===== config.mk =====
export PLATFORM = sky130hd
export DESIGN_NAME = retry_start
export DESIGN_NICKNAME = d
export VERILOG_FILES = /design/src/rtl/retry_start_pkg.sv /design/src/rtl/retry_start.sv
export SDC_FILE = /design/constraint.sdc
export NUM_CORES = 1
export LEC_CHECK = 0
export BUFFER_PORTS_ARGS = -buffer_cell sky130_fd_sc_hd__buf_4
export CELL_PAD_IN_SITES_DETAIL_PLACEMENT = 1
export CELL_PAD_IN_SITES_GLOBAL_PLACEMENT = 1
export CORE_AREA = 10 10 47 49
export DETAILED_ROUTE_END_ITERATION = 7
export DIE_AREA = 0 0 57 59
export GPL_TIMING_DRIVEN = 0
export HOLD_SLACK_MARGIN = 0.06
export PLACE_DENSITY = 0.59
export SLEW_MARGIN = 20
export SYNTH_ARGS = -nofsm -noshare
export SYNTH_HDL_FRONTEND = slang
export SYNTH_SLANG_ARGS = --single-unit

===== constraint.sdc =====
create_clock -name clk_i -period 3.05 [get_ports clk_i]
set_clock_uncertainty 0.2 [all_clocks]
set_input_delay 0.61 -clock clk_i [delete_from_list [all_inputs] [get_ports clk_i]]
set_output_delay 0.61 -clock clk_i [all_outputs]
set_load 0.01 [all_outputs]

===== src/rtl/retry_start_pkg.sv =====
// retry_start_pkg
// Shared definitions for the retry_start block.
//   issue_src_e : selects where the outgoing operation comes from, either the
//                 upstream port (new operation) or the replay table (retry).
// The payload type and ID width stay module parameters, so this package holds
// only items that do not depend on them.
package retry_start_pkg;

  typedef enum logic {
    SRC_UPSTREAM = 1'b0,
    SRC_RETRY    = 1'b1
  } issue_src_e;

endpackage


===== src/rtl/retry_start.sv =====
// retry_start
// Issue side of a retry pair. Every new operation gets an ID. Its payload is
// stored in a table indexed by that ID. When the paired retry_end asks for a
// retry of an ID, the stored payload is re-issued with the same ID ahead of
// any new upstream traffic.
//
// Parameters
//   DataType      : payload type
//   IDSize        : ID width; the table holds 2**IDSize entries
// Ports
//   clk_i         : clock, rising edge
//   rst_i         : synchronous active-high reset
//   data_i        : new payload from upstream
//   valid_i       : upstream valid
//   ready_o       : upstream ready
//   data_o        : payload to the operation
//   id_o          : ID sent alongside data_o
//   valid_o       : downstream valid
//   ready_i       : downstream ready
//   retry_id_i    : ID to re-issue, from retry_end
//   retry_valid_i : retry request valid
//   retry_ready_o : retry request accepted
module retry_start
  import retry_start_pkg::*;
#(
  parameter type         DataType = logic,
  parameter int unsigned IDSize   = 1
) (
  input  logic              clk_i,
  input  logic              rst_i,
  input  DataType           data_i,
  input  logic              valid_i,
  output logic              ready_o,
  output DataType           data_o,
  output logic [IDSize-1:0] id_o,
  output logic              valid_o,
  input  logic              ready_i,
  input  logic [IDSize-1:0] retry_id_i,
  input  logic              retry_valid_i,
  output logic              retry_ready_o
);

  localparam int unsigned Depth = 2 ** IDSize;

  DataType           entries_q [Depth];
  logic [IDSize-1:0] next_id_q;
  logic [IDSize-1:0] retry_id_q;
  logic              retry_pending_q;

  issue_src_e        issue_src;
  logic              new_xfer;
  logic              retry_accept;

  // A captured retry owns the downstream port until it has been handed over.
  always_comb begin
    issue_src = retry_pending_q ? SRC_RETRY : SRC_UPSTREAM;
  end

  // Output mux. In upstream mode the block is a pass-through that only adds
  // the ID. In retry mode upstream is stalled and the table entry is replayed.
  always_comb begin
    data_o  = data_i;
    valid_o = valid_i;
    id_o    = next_id_q;
    ready_o = ready_i;
    case (issue_src)
      SRC_RETRY: begin
        data_o  = entries_q[retry_id_q];
        valid_o = 1'b1;
        id_o    = retry_id_q;
        ready_o = 1'b0;
      end
      default: begin
      end
    endcase
  end

  // Retry acceptance depends on registered state only. This keeps the
  // retry_end -> retry_start return path free of combinational loops, even
  // when the protected operation itself is purely combinational.
  assign retry_ready_o = !retry_pending_q;

  assign new_xfer     = valid_i && ready_i && !retry_pending_q;
  assign retry_accept = retry_valid_i && !retry_pending_q;

  // Control state. Accepting a retry and clearing it are mutually exclusive,
  // because acceptance needs the pending flag low. As a result a fresh retry
  // can start at the earliest one cycle after the previous one drained.
  always_ff @(posedge clk_i) begin
    if (rst_i) begin
      next_id_q       <= '0;
      retry_id_q      <= '0;
      retry_pending_q <= 1'b0;
    end else begin
      if (new_xfer) begin
        next_id_q <= next_id_q + IDSize'(1);
      end
      if (retry_accept) begin
        retry_id_q      <= retry_id_i;
        retry_pending_q <= 1'b1;
      end else if (retry_pending_q && ready_i) begin
        retry_pending_q <= 1'b0;
      end
    end
  end

  // Replay table. It is deliberately not cleared by reset. Only IDs issued
  // after reset are ever replayed, and those entries have been written.
  always_ff @(posedge clk_i) begin
    if (!rst_i && new_xfer) begin
      entries_q[next_id_q] <= data_i;
    end
  end

endmodule


Yosys cells after proc, flatten, opt, wreduce, memory -nomap -nowiden. Memory sizes are Yosys's and may differ from the RTL's. A register that Yosys moved wholly into a read port is not among the register bits. Cells that the tools add are included.

Memories: 1. Bits in writable memories: 2. Output and inout bits: 5. Register bits after elaboration: 3. Logic and storage cells: 24.

Muxes and demuxes: 11. Add/subtract/negate cells: 1. Reduce and logical (&&, ||, !) cells: 8.

Memory list: entries_q (words 2, width 1, rd ports 1, clocked after Yosys merged registers in 1, wr ports 1, RTL line retry_start.sv:45) `DataType entries_q [Depth];`.

Operators by type and width (count): $mux W1 (11); $logic_and A1 B1 Y1 (5); $logic_not A1 Y1 (2); $reduce_bool A2 Y1 (1); $add A1 B1 Y1 const B (1).

Longest topological paths before layout.
Depth in word-level cells: 5. Gate-level depth with buffers: 4.

Worst setup path before layout. No wires, ideal clock.

Path type: input to output. Start: input port valid_i. End: output port valid_o. Arrival: 0.842 ns. Path slack: 1.398 ns. Stages on the path: 1. Cell sequence: or2_1.

Longest elaborated chain between the ends: 1.

Ends and longest elaborated chain: start, declared (RTL line retry_start.sv:32) `input logic valid_i,`; $mux W1 (RTL line retry_start.sv:66) `case (issue_src)`; end, declared (RTL line retry_start.sv:36) `output logic valid_o,`.

No other way between the ends.

Worst setup path in the final report. Same ends and word-level chain as after synthesis.

==> key figures <==
Floorplan
  – # IOs: 12
  – Core Footprint: 0.00140 sq mm
  – Initial Util: 0.200
  – # rows: 14
  – DIE AREA: 0.00336 sq mm
  – Die height: 59 um
  – Die Wd: 57 um

Layout
  – Most frequent cells in the layout: buf_4, nand2_1, dfxtp_1
  – Number of fillers in the final layout: around 180
  – ANT cells: 0
  – Layout area overhead: 46.0%
  – Layout cell share with drive strength beyond 1: 0.452
  – Total area of sequential cells: 140 sq um
  – Commonest non-fill, non-tap cell in the layout: buf_4
  – Fin nets: 50
  – Footprint of the multi-input gates: between 100 and 150 sq um

Setup path
  – WP depth: 3
  – Critical path class: in2out
  – WP buf/inv: 2
  – CP cell instances: buf_4 > or2_1 > buf_4
  – Critical-path top delay cell: or2_1
  – FF-to-FF path depth: 3
  – Crit path launch: valid_i
  – CP most frequent cell: buf_4
  – Critical path data required time: 2240 ps
  – Largest delay contributor family on the critical path: buffers and inverters
  – Crit path max fanout: 3
  – Worst reg2reg path endpoint: entries_q[0]$_DFFE_PP_
  – CP Launch Type: input port
  – R2R setup slack: 1770 ps
  – Slowest stage delay, CP: 200 ps
  – Critical Path Sink: valid_o
  – Worst R2R Start: retry_pending_q$_SDFFE_PP0P_
  – Crit. End Element: output port
  – Worst endpoint data arrival time: roughly 1100 ps

GRT
  – Initial antenna violation count: 0
  – Largest net degree at the start of global routing: 11
  – Grt ovf: 0
  – First-pass GRT wire length: 1280 um
  – Total GRT Usage: 0.0489
  – Vias in the first global route: 299

Placed design
  – Dpl hpwl: 632 um
  – IO buf count: 11
  – RePlAce Congestion: 0.658

Clock tree
  – CTS tree: built
  – Longest Clk Path Bufs: 2
  – Clk_lat worst skew: between 200 and 250 ps
  – H-tree depth: 1
  – Root Buffer: clkbuf_4
  – Post-CTS Hold Fix Bufs: 0
  – Clock slew at reported path FFs: 50 ps
  – Post-CTS setup buffer count: 0
  – # clock sinks: 6
  – Post_cts resized: 0
  – Num CTS Buffers: 3

Logic synthesis
  – Cell accounting for the most synthesized area: dfxtp_1
  – Synth Area in Adders: 0
  – Synth unique cells: 16
  – Fraction of the mapped netlist area in simple logic gates: 0.299
  – Area contributors post-synth: dfxtp_1, edfxtp_1, mux2i_1
  – Largest family of logic cells by synthesized area: simple AND/OR/NAND/NOR gates
  – Synth Net Count: 34
  – Average footprint of a synthesized cell: 10.4 sq um
  – Yosys reg bits: 6
  – Synthesized area: 280 sq um
  – Compound-Gate Fraction of Synth Area: 0.0446
  – Post-Synthesis Cells: 27
  – Post-synth top area share: 0.286
  – Post-Synth XOR/XNOR Area: 0.0313
  – Yosys warns: 0
  – Mux cell area share after synthesis: 0.0714
  – Post-synthesis sequential area ratio: 0.500

STA
  – Final TNS setup: 0 ps
  – Relative slew slack: 0.857
  – Final Critical Period: 1900 ps
  – Count of final hold-check violations: 0
  – Slew Limit Fails: 0
  – Setup Viol. Count Final: 0
  – Least-Margin Pin Slew: 213 ps
  – Peak Freq: 528 MHz
  – Final worst path period share: 0.621
  – RSZ-0062 raised after global routing: no

Pwr
  – Total power: 0.212 mW
  – Leakage: roughly 0.19 nW
  – Maximum VDD drop: 0.000194 V
  – Pwr Density: around 520 mW/mm^2

Route
  – Routed Antenna Nets: 0
  – Drt drc: 0
  – Via/cell ratio: approximately 4.2
  – Routed vias: 242
  – WL/cell: 13.0 um
  – WL final: around 750 um
  – TritonRoute pass-1 iters: 1
  – DR iter-0 viols: 0

Run
  – Max Cap Violations: 0

Worst hold path
  – Hold Path Class: reg2reg

Outcome
  – Status: completed
-- cell families after synthesis --
family / count (synthesis)
buf+inv: 2
mux: 2
flops: 6
compound gates: 2
simple gates: 14
xor+xnor: 1
-- routing by layer --
metal | track usage | vias to the layer above | part of all wire
li1 | - | 120 | -
met1 | 0.0393 | 110 | 0.35
met2 | 0.0899 | 10 | 0.55
met3 | 0.0279 | 2 | 0.085
met4 | 0.0302 | 0 | 0.015
met5 | 0 | - | 0
-- worst min path at each step --
stage	from	endpoint	slack, ps	cells after the start
after global routing	data_i	entries_q[1]$_DFFE_PP_	350	1
final	next_id_q$_SDFFE_PP0P_	next_id_q$_SDFFE_PP0P_	360	2
after floorplan	retry_id_q$_SDFFE_PP0P_	flop	290	2
after detailed placement	retry_id_q$_SDFFE_PP0P_	retry_id_q$_SDFFE_PP0P_	340	2
after CTS	retry_id_q$_SDFFE_PP0P_	retry_id_q$_SDFFE_PP0P_	360	2
after global placement	next_id_q$_SDFFE_PP0P_	next_id_q$_SDFFE_PP0P_	330	2
-- final cells by class --
| type | count | share of cell area |
|---|---|---|
| plain buffers | 1 | 0.0275 |
| clock buffers | 4 | 0.0642 |
| inverters | 1 | 0.00917 |
| multi-input cells | 19 | 0.306 |
| flip-flops and latches | 6 | 0.343 |
| well taps | 16 | 0.0489 |
| repair buffers | 11 | 0.202 |
-- power by group --
group | total, mW | switching, mW | leakage [nW] | internal (mW)
Combinational | 0.0406 | 0.0191 | 0.120 | 0.0215
Sequential | 0.0896 | 0.00242 | 0.0511 | 0.0872
Clock | 0.0816 | 0.0318 | 0.0150 | 0.0498
Total | 0.212 | 0.0534 | 0.186 | 0.158
-- synthesized netlist by cell type (all sizes together) --
library cell,n
a211oi,1
a21oi,1
buf,1
dfxtp,4
edfxtp,2
inv,1
mux2i,2
nand2,4
nand3b,1
nor2,4
nor2b,2
nor3,2
or2,1
xor2,1
-- per-stage QoR --
| stage | util | instance area, sq um | worst slack [ps] | instances | hold slack, ps |
|---|---|---|---|---|---|
| 5_1_grt | 0.292 | 409 | 1130 | 58 | 347 |
| 3_3_place_gp | 0.273 | 383 | 1160 | 54 | 326 |
| 3_5_place_dp | 0.273 | 383 | 1160 | 54 | 338 |
| 4_1_cts | 0.292 | 409 | 1150 | 58 | 360 |
| 2_1_floorplan | - | 280 | 1400 | 27 | 288 |
| 6_report | 0.292 | 409 | 1150 | 58 | 356 |
-- worst min-delay path: cells and delay by family (launching register included) --
family           cells  cell delay [ps]
XOR/XNOR             1              100
AND/OR/NAND/NOR      1               70
flip-flops           1              360
No activity file was read; power rests on OpenSTA's default activity.
